--- config.mk ---
export PLATFORM = sky130hd
export DESIGN_NAME = mdu_sequencer_flat
export DESIGN_NICKNAME = d
export VERILOG_FILES = /design/src/rtl/mdu_if.sv /design/src/rtl/mdu_sequencer.sv /design/src/flat_wrapper.sv
export SDC_FILE = /design/constraint.sdc
export NUM_CORES = 1
export LEC_CHECK = 0
export BUFFER_PORTS_ARGS = -buffer_cell sky130_fd_sc_hd__buf_2
export CORE_ASPECT_RATIO = 0.6
export CORE_MARGIN = 1.5
export CORE_UTILIZATION = 46
export CTS_BUF_LIST = sky130_fd_sc_hd__clkbuf_2
export DETAILED_ROUTE_END_ITERATION = 10
export PLACE_DENSITY = 0.91
export SLEW_MARGIN = 20
export SYNTH_ARGS = -nofsm -noshare
export SYNTH_HDL_FRONTEND = slang
export SYNTH_SLANG_ARGS = --single-unit
--- constraint.sdc ---
create_clock -name clk -period 5.9 [get_ports clk]
set_input_delay 1.77 -clock clk [delete_from_list [all_inputs] [get_ports clk]]
set_output_delay 1.77 -clock clk [all_outputs]
set_load 0.05 [all_outputs]
--- src/rtl/mdu_if.sv ---
// mdu_if: decode, multiplier and divider handshake bundle for the M-extension sequencer
interface mdu_if #(
  parameter int XLEN = 32
);
  logic            mul_inst;
  logic            div_inst;
  logic [2:0]      mulsel;
  logic [2:0]      divsel;
  logic            flush;
  logic [XLEN-1:0] op_a;
  logic [XLEN-1:0] op_b;
  logic            mul_start;
  logic            div_start;
  logic            div_abort;
  logic [2:0]      unit_sel;
  logic [XLEN-1:0] unit_a;
  logic [XLEN-1:0] unit_b;
  logic [XLEN-1:0] mul_result;
  logic            div_done;
  logic [XLEN-1:0] div_result;
  logic            stall_req;
  logic [XLEN-1:0] result;
  logic            result_valid;
  logic            busy;
  modport master (
    output mul_inst, div_inst, mulsel, divsel, flush, op_a, op_b, mul_result, div_done, div_result,
    input  mul_start, div_start, div_abort, unit_sel, unit_a, unit_b, stall_req, result, result_valid, busy
  );
  modport slave (
    input  mul_inst, div_inst, mulsel, divsel, flush, op_a, op_b, mul_result, div_done, div_result,
    output mul_start, div_start, div_abort, unit_sel, unit_a, unit_b, stall_req, result, result_valid, busy
  );
endinterface

--- src/rtl/mdu_sequencer.sv ---
// mdu_sequencer: multi-cycle mul/div sequencer; define MDU_DIV_SHORTCUT_EN to resolve div-by-zero/overflow locally
module mdu_sequencer #(
  parameter int MUL_LAT = 2,
  parameter int XLEN = 32
) (
  input logic  clk,
  input logic  rst,
  mdu_if.slave m
);
  typedef enum logic [1:0] {IDLE, MUL_WAIT, DIV_WAIT, DONE} state_t;
  state_t          state;
  logic [3:0]      cnt;
  logic            special;
  logic [XLEN-1:0] special_val;
`ifdef MDU_DIV_SHORTCUT_EN
  logic signed_op, rem, b_zero, ovf;
  // RISC-V divide-by-zero and signed-overflow results, resolved without the divider
  always_comb begin
    signed_op   = m.divsel == 3'b001 || m.divsel == 3'b011;
    rem         = m.divsel == 3'b011 || m.divsel == 3'b100;
    b_zero      = m.op_b == '0;
    ovf         = signed_op && m.op_a == {1'b1, {(XLEN-1){1'b0}}} && m.op_b == '1;
    special     = b_zero || ovf;
    special_val = rem ? (b_zero ? m.op_a : '0) : (b_zero ? '1 : m.op_a);
  end
`else
  assign special     = 1'b0;
  assign special_val = '0;
`endif
  assign m.stall_req    = state == IDLE ? (m.mul_inst || m.div_inst) && !m.flush : state != DONE;
  assign m.result_valid = state == DONE && !m.flush;
  assign m.busy         = state != IDLE;
  // sequencer FSM: launch, wait for the unit, present the result for one cycle
  always_ff @(posedge clk or posedge rst) begin
    if (rst) begin
      state       <= IDLE;
      cnt         <= '0;
      m.unit_sel  <= '0;
      m.unit_a    <= '0;
      m.unit_b    <= '0;
      m.result    <= '0;
      m.mul_start <= 1'b0;
      m.div_start <= 1'b0;
      m.div_abort <= 1'b0;
    end else begin
      m.mul_start <= 1'b0;
      m.div_start <= 1'b0;
      m.div_abort <= 1'b0;
      case (state)
        IDLE:
          if (!m.flush && (m.mul_inst || m.div_inst)) begin
            m.unit_a <= m.op_a;
            m.unit_b <= m.op_b;
            if (m.mul_inst) begin
              m.unit_sel  <= m.mulsel;
              m.mul_start <= 1'b1;
              cnt         <= 4'(MUL_LAT);
              state       <= MUL_WAIT;
            end else begin
              m.unit_sel <= m.divsel;
              if (special) begin
                m.result <= special_val;
                state    <= DONE;
              end else begin
                m.div_start <= 1'b1;
                state       <= DIV_WAIT;
              end
            end
          end
        MUL_WAIT: begin
          cnt <= cnt - 4'd1;
          if (m.flush) state <= IDLE;
          else if (cnt == 4'd1) begin
            m.result <= m.mul_result;
            state    <= DONE;
          end
        end
        DIV_WAIT:
          if (m.flush) begin
            m.div_abort <= 1'b1;
            state       <= IDLE;
          end else if (m.div_done) begin
            m.result <= m.div_result;
            state    <= DONE;
          end
        DONE: state <= IDLE;
      endcase
    end
  end
endmodule

--- src/flat_wrapper.sv ---
// flat-port wrapper written by rule: the top's interface ports become plain ports
module mdu_sequencer_flat 
#(
  parameter int MUL_LAT = 2,
  parameter int XLEN = 32
)
  (clk, rst, m_mul_inst, m_div_inst, m_mulsel, m_divsel, m_flush, m_op_a, m_op_b, m_mul_result, m_div_done, m_div_result, m_mul_start, m_div_start, m_div_abort, m_unit_sel, m_unit_a, m_unit_b, m_stall_req, m_result, m_result_valid, m_busy);
  mdu_if #(.XLEN(XLEN)) m_i ();
  input logic clk;
  input logic rst;
  input wire logic [$bits(m_i.mul_inst)-1:0] m_mul_inst;
  input wire logic [$bits(m_i.div_inst)-1:0] m_div_inst;
  input wire logic [$bits(m_i.mulsel)-1:0] m_mulsel;
  input wire logic [$bits(m_i.divsel)-1:0] m_divsel;
  input wire logic [$bits(m_i.flush)-1:0] m_flush;
  input wire logic [$bits(m_i.op_a)-1:0] m_op_a;
  input wire logic [$bits(m_i.op_b)-1:0] m_op_b;
  input wire logic [$bits(m_i.mul_result)-1:0] m_mul_result;
  input wire logic [$bits(m_i.div_done)-1:0] m_div_done;
  input wire logic [$bits(m_i.div_result)-1:0] m_div_result;
  output wire logic [$bits(m_i.mul_start)-1:0] m_mul_start;
  output wire logic [$bits(m_i.div_start)-1:0] m_div_start;
  output wire logic [$bits(m_i.div_abort)-1:0] m_div_abort;
  output wire logic [$bits(m_i.unit_sel)-1:0] m_unit_sel;
  output wire logic [$bits(m_i.unit_a)-1:0] m_unit_a;
  output wire logic [$bits(m_i.unit_b)-1:0] m_unit_b;
  output wire logic [$bits(m_i.stall_req)-1:0] m_stall_req;
  output wire logic [$bits(m_i.result)-1:0] m_result;
  output wire logic [$bits(m_i.result_valid)-1:0] m_result_valid;
  output wire logic [$bits(m_i.busy)-1:0] m_busy;
  assign m_i.mul_inst = m_mul_inst;
  assign m_i.div_inst = m_div_inst;
  assign m_i.mulsel = m_mulsel;
  assign m_i.divsel = m_divsel;
  assign m_i.flush = m_flush;
  assign m_i.op_a = m_op_a;
  assign m_i.op_b = m_op_b;
  assign m_i.mul_result = m_mul_result;
  assign m_i.div_done = m_div_done;
  assign m_i.div_result = m_div_result;
  assign m_mul_start = m_i.mul_start;
  assign m_div_start = m_i.div_start;
  assign m_div_abort = m_i.div_abort;
  assign m_unit_sel = m_i.unit_sel;
  assign m_unit_a = m_i.unit_a;
  assign m_unit_b = m_i.unit_b;
  assign m_stall_req = m_i.stall_req;
  assign m_result = m_i.result;
  assign m_result_valid = m_i.result_valid;
  assign m_busy = m_i.busy;
  mdu_sequencer #(.MUL_LAT(MUL_LAT), .XLEN(XLEN)) u_core (.clk(clk), .rst(rst), .m(m_i));
endmodule
==> impl_metrics.env, run 1 <==
export IMPL_synth_area_leaders="dfrtp_1 (60%), mux2_2 (16%), mux2i_1 (7.1%)"
export IMPL_cts_tree="yes"
export IMPL_reg2reg_slack_ns=2.97
export IMPL_finalSetupViolations=0
export IMPL_worst_path_max_delay_cell="or2_2"
export IMPL_syn_to_final_growth_pct=31.1
export IMPL_most_common_layout_cells="buf_2 (244), dfrtp_1 (108), mux2_2 (65), nor2_1 (36), a21oi_1 (35)"
export IMPL_globalRouteOverflowTotal=0
export IMPL_fin_crit_ns=4.59
export IMPL_rsz0062_at_grt="no"
export IMPL_cp_num_buf_inv=2
export IMPL_cap_violations=0
export IMPL_grt_max_degree=72
export IMPL_synth_simple_area_share=0.0544
export IMPL_cts_max_level=3
export IMPL_synth_cells=343
export IMPL_wl_per_cell_um=14.8
export IMPL_grt_usage=0.201
export IMPL_vias=3499
export IMPL_design_die_area_um2=10500
export IMPL_tns_ns=0
export IMPL_place_congestion=0.810
export IMPL_rows=27
export IMPL_synth_top_cell_area_share=0.596
export IMPL_timing_fmax_mhz=218
export IMPL_root_buffer="clkbuf_2"
export IMPL_io_buffers=244
export IMPL_crit_chain="buf_2, o21bai_1, or2_2, o21ai_0, buf_2"
export IMPL_grt_pass1_vias=3598
export IMPL_cpMostUsedCell="buf_2"
export IMPL_arrival_ns=2.82
export IMPL_max_slew_margin=0.294
export IMPL_wl_um=10600
export IMPL_yosys_warnings=0
export IMPL_synth_distinct_cells=27
export IMPL_cts_buffers_inserted=9
export IMPL_synth_top_family_by_area="multiplexers"
export IMPL_coreArea_um2=9360
export IMPL_worstSetupPathType="in2out"
export IMPL_synth_edff_count=0
export IMPL_avgViaCountPerCell=4.88
export IMPL_finalCritPeriodShare=0.779
export IMPL_synth_xor_area_frac=0
export IMPL_synth_mux_area_frac=0.232
export IMPL_grt_first_pass_wirelength_um=16700
export IMPL_grt_antenna_before_repair=0
export IMPL_holdPathEnd="u_core.m.unit_b[24]"
export IMPL_clock_sinks=108
export IMPL_initial_core_util=0.484
export IMPL_synth_ff_type="dfrtp_1"
export IMPL_ys_seq_area_frac=0.596
export IMPL_final_max_slew_viol_count=0
export IMPL_synth_fa_ha_area_frac=0.0193
export IMPL_cts_setup_buffers=0
export IMPL_cts_clk_slew_worst_paths_ns=0.26
export IMPL_antenna_left=0
export IMPL_num_antenna_cells=0
export IMPL_cp_start_kind="primary input"
export IMPL_critPathMaxFanout=8
export IMPL_clock_path_buffers=2
export IMPL_synthArstFlopShare=1.00
export IMPL_worst_slew_pin_slew_ns=1.06
export IMPL_min_path_type="reg2reg"
export IMPL_cp_required_ns=4.13
export IMPL_syn_cell_area_um2=4530
export IMPL_drc_errors=0
export IMPL_pin_count=245
export IMPL_yosys_register_bits=108
export IMPL_drive_gt1_frac=0.566
export IMPL_syn_avg_cell_area_um2=13.2
export IMPL_dr_pass1_iters=4
export IMPL_reg2reg_depth=7
export IMPL_die_w_um=131
export IMPL_hold_viol=0
export IMPL_status="finished, final reports clean"
export IMPL_die_h_um=79.9
export IMPL_clk_latency_ns=0.57
export IMPL_crit_family="buffers and inverters"
export IMPL_synthesis_nets=490
export IMPL_drtIter0Drc=108
export IMPL_hpwlAfterDp_um=8070
export IMPL_max_stage_delay_ns=0.31
export IMPL_whs_path_depth=1
export IMPL_ctsResizeCount=0
export IMPL_synth_compound_area_frac=0.0685
export IMPL_mostFrequentLayoutCell="buf_2"
export IMPL_skew_ns=0.0333
export IMPL_hold_start="u_core.m.unit_b[24]"
export IMPL_rr_startpoint="u_core.state[0]"
export IMPL_critPathCaptureType="output pin"
export IMPL_synth_top_cell_by_area="dfrtp_1"
export IMPL_rr_endpoint="u_core.m.result[19]"
export IMPL_finalNetCount=729
export IMPL_hold_buffers=0
==> worst reg2reg max path: stages, from the launching register on <==
cell and delay, ns:
dfrtp_1 0.48, inv_1 0.12, ha_2 0.88, nor2_1 0.19, a2111oi_4 0.37, buf_4 0.53, nor2_1 0.14, a21oi_1 0.16
==> per-layer routing <==
layer / GRT usage / wire [um] / vias up
li1: - / - / 1677
met1: 0.234 / 4410 / 1673
met2: 0.354 / 5440 / 141
met3: 0.0686 / 707 / 8
met4: 0.0652 / 70 / 0
met5: 0 / 0 / -
==> cell families after synthesis <==
family                   after synthesis
adder cells (fa/ha/maj)                7
flip-flops                           108
buffers and inverters                 26
AND/OR/NAND/NOR                       55
multiplexers                          97
AO/OA/AOI/OAI                         50
==> sequential cells by signal, indices dropped and copies added, names as in the netlist <==
register and cells:
u_core.m.result 32, u_core.m.unit_b 32, u_core.m.mul_start 1, u_core.m.unit_sel 3
u_core.state 2, u_core.m.div_start 1, u_core.m.unit_a 32, u_core.cnt 4
u_core.m.div_abort 1
==> cell usage after synthesis, types with 3 or more instances <==
library cell	count
nor2_1	36
nor2b_1	5
inv_1	7
buf_2	10
mux2i_1	32
nand2_1	4
clkbuf_1	6
o21ai_0	4
ha_1	7
a21oi_1	35
nor3_1	3
dfrtp_1	108
buf_6	3
mux2_2	65
==> final cells by class <==
| type | instances | area (um2) |
|---|---|---|
| clock buffers | 10 | 50.0 |
| repair buffers | 247 | 1240 |
| inverters | 7 | 28.8 |
| multi-input cells | 209 | 1700 |
| clock inverters | 6 | 55.1 |
| flip-flops and latches | 108 | 2700 |
| fillers | 764 | 3420 |
| well taps | 130 | 163 |
==> per-stage QoR <==
| stage | instance area (um2) | instances | setup slack (ns) | util | hold WS [ns] |
|---|---|---|---|---|---|
| 6_report | 5940 | 717 | 1.31 | 0.635 | 0.541 |
| 5_1_grt | 5940 | 717 | 1.24 | 0.635 | 0.554 |
| 4_1_cts | 5940 | 717 | 1.31 | 0.635 | 0.543 |
| 3_5_place_dp | 5840 | 701 | 1.31 | 0.624 | 0.488 |
| 3_3_place_gp | 5840 | 701 | 1.39 | 0.624 | 0.482 |
| 2_1_floorplan | 4530 | 343 | 1.06 | - | 0.498 |
==> worst max-delay path by stage <==
stage | slack, ns | to | start | cells after the start
6_report | 1.31 | m_stall_req | m_flush | 5
5_1_grt | 1.24 | m_stall_req | m_flush | 5
4_1_cts | 1.31 | m_stall_req | m_flush | 5
3_5_place_dp | 1.31 | m_stall_req | m_flush | 5
3_3_place_gp | 1.39 | m_stall_req | m_flush | 5
2_1_floorplan | 1.06 | m_stall_req | m_flush | 5
Power of run 1 is not shown: default switching activity piles up to over one toggle a cycle in this logic, so the estimate is an artifact.
==> run 2: changes to the inputs <==
--- a/config.mk
+++ b/config.mk
@@ -8,10 +8,10 @@
 export BUFFER_PORTS_ARGS = -buffer_cell sky130_fd_sc_hd__buf_2
 export CORE_ASPECT_RATIO = 0.6
 export CORE_MARGIN = 1.5
-export CORE_UTILIZATION = 46
+export CORE_UTILIZATION = 42
 export CTS_BUF_LIST = sky130_fd_sc_hd__clkbuf_2
 export DETAILED_ROUTE_END_ITERATION = 10
-export PLACE_DENSITY = 0.91
+export PLACE_DENSITY = 0.88
 export SLEW_MARGIN = 20
 export SYNTH_ARGS = -nofsm -noshare
 export SYNTH_HDL_FRONTEND = slang
==> constraint.sdc (replaced) <==
create_clock -name clk -period 3.7 [get_ports clk]
set_input_delay 1.11 -clock clk [delete_from_list [all_inputs] [get_ports clk]]
set_output_delay 1.11 -clock clk [all_outputs]
set_load 0.05 [all_outputs]
==> impl_metrics.env, run 2 (synthesis gave the netlist of run 1 again) <==
export IMPL_drc_errors=0
export IMPL_min_path_type="reg2reg"
export IMPL_crit_chain="inv_1, ha_1, inv_1, or2_2, o21ai_0, buf_2"
export IMPL_cap_violations=0
export IMPL_grt_usage=0.178
export IMPL_reg2reg_slack_ns=1.38
export IMPL_worst_slew_pin_slew_ns=0.835
export IMPL_die_h_um=83.5
export IMPL_critPathCaptureType="output pin"
export IMPL_coreArea_um2=10500
export IMPL_wl_per_cell_um=13.9
export IMPL_drive_gt1_frac=0.565
export IMPL_finalNetCount=730
export IMPL_clk_latency_ns=0.55
export IMPL_rsz0062_at_grt="no"
export IMPL_clock_sinks=108
export IMPL_wl_um=10100
export IMPL_timing_fmax_mhz=296
export IMPL_cp_required_ns=2.59
export IMPL_max_slew_margin=0.443
export IMPL_most_common_layout_cells="buf_2 (244), dfrtp_1 (108), mux2_2 (65), nor2_1 (36), a21oi_1 (35)"
export IMPL_globalRouteOverflowTotal=0
export IMPL_finalSetupViolations=0
export IMPL_syn_to_final_growth_pct=31.6
export IMPL_cts_tree="yes"
export IMPL_cts_setup_buffers=0
export IMPL_reg_top3="u_core.m.result (32), u_core.m.unit_a (32), u_core.m.unit_b (32)"
export IMPL_pin_count=245
export IMPL_root_buffer="clkbuf_2"
export IMPL_dr_pass1_iters=4
export IMPL_num_antenna_cells=0
export IMPL_die_w_um=137
export IMPL_grt_antenna_before_repair=0
export IMPL_hpwlAfterDp_um=7770
export IMPL_cts_clk_slew_worst_paths_ns=0.28
export IMPL_arrival_ns=2.27
export IMPL_rows=29
export IMPL_io_buffers=244
export IMPL_final_max_slew_viol_count=0
export IMPL_vias=3479
export IMPL_grt_first_pass_wirelength_um=16100
export IMPL_place_congestion=0.740
export IMPL_antenna_left=0
export IMPL_n_fill_cell=892
export IMPL_cpMostUsedCell="inv_1"
export IMPL_final_util=0.567
export IMPL_drtIter0Drc=129
export IMPL_finalCritPeriodShare=0.914
export IMPL_cts_buffers_inserted=9
export IMPL_design_die_area_um2=11400
export IMPL_clock_path_buffers=2
export IMPL_worst_path_max_delay_cell="dfrtp_1"
export IMPL_ctsResizeCount=0
export IMPL_dp_slack_ns=0.447
export IMPL_crit_family="buffers and inverters"
export IMPL_critPathMaxFanout=7
export IMPL_setup_slack_ns=0.318
export IMPL_max_stage_delay_ns=0.48
export IMPL_avgViaCountPerCell=4.79
export IMPL_grt_max_degree=109
export IMPL_grt_pass1_vias=3593
export IMPL_cp_start_kind="flop"
export IMPL_fin_crit_ns=3.38
export IMPL_cp_num_buf_inv=3
export IMPL_tns_ns=0
export IMPL_initial_core_util=0.431
export IMPL_worstSetupPathType="reg2out"
export IMPL_hold_buffers=0
export IMPL_cts_max_level=3
export IMPL_status="finished, final reports clean"
export IMPL_skew_ns=0.0229
export IMPL_hold_viol=0
export IMPL_mostFrequentLayoutCell="buf_2"
[run 2: cell types whose count changed in the layout (fill, tap and decap cells not counted), sizes merged]
cell and change:
clkbuf -1, clkinv +3, buf +1, inv -2
[run 2: per-stage QoR]
stage                     cell area [um2]  instances  hold WS, ns
final                                5970        727        0.534
after global routing                 5970        727        0.554
after CTS                            5970        727        0.542
after detailed placement             5870        711        0.487
after global placement               5870        711        0.482
after floorplan                      4540        343        0.498
[run 2: worst reg2reg max path, delay by kind of cell (launching register included)]
family	cells	cell delay, ns
adder cells (fa/ha/maj)	1	0.14
AO/OA/AOI/OAI	2	0.51
AND/OR/NAND/NOR	2	0.56
flip-flops	1	0.44
buffers and inverters	2	0.61
[run 2: path summary, 6_finish.rpt]
kind / startpoint / to / cells after the start
worst max-delay path: u_core.state[0] / m_stall_req / 6
worst min-delay path: u_core.m.unit_b[25] / u_core.m.unit_b[25] / 1
worst min register to register: u_core.m.unit_b[25] / u_core.m.unit_b[25] / 1
max in group asynchronous: rst / u_core.m.result[31] / 3
min in group asynchronous: rst / u_core.m.unit_b[31] / 3
worst max register to register: u_core.cnt[1] / u_core.m.result[31] / 7
[run 2: area by class of cell]
class	count	area, um2	share of cell area
inverters	7	30.0	0.00503
clock inverters	7	51.3	0.00860
multi-input cells	209	1700	0.285
well taps	139	174	0.0292
repair buffers	248	1260	0.212
flip-flops and latches	108	2700	0.453
clock buffers	9	45.0	0.00755
[run 2: routing by layer]
layer / GRT usage / share of wire / vias up
li1: - / - / 1670
met1: 0.212 / 0.41 / 1657
met2: 0.304 / 0.50 / 134
met3: 0.0571 / 0.072 / 18
met4: 0.0584 / 0.016 / 0
met5: 0 / 0 / -
Power of run 2 is left out for the same reason.
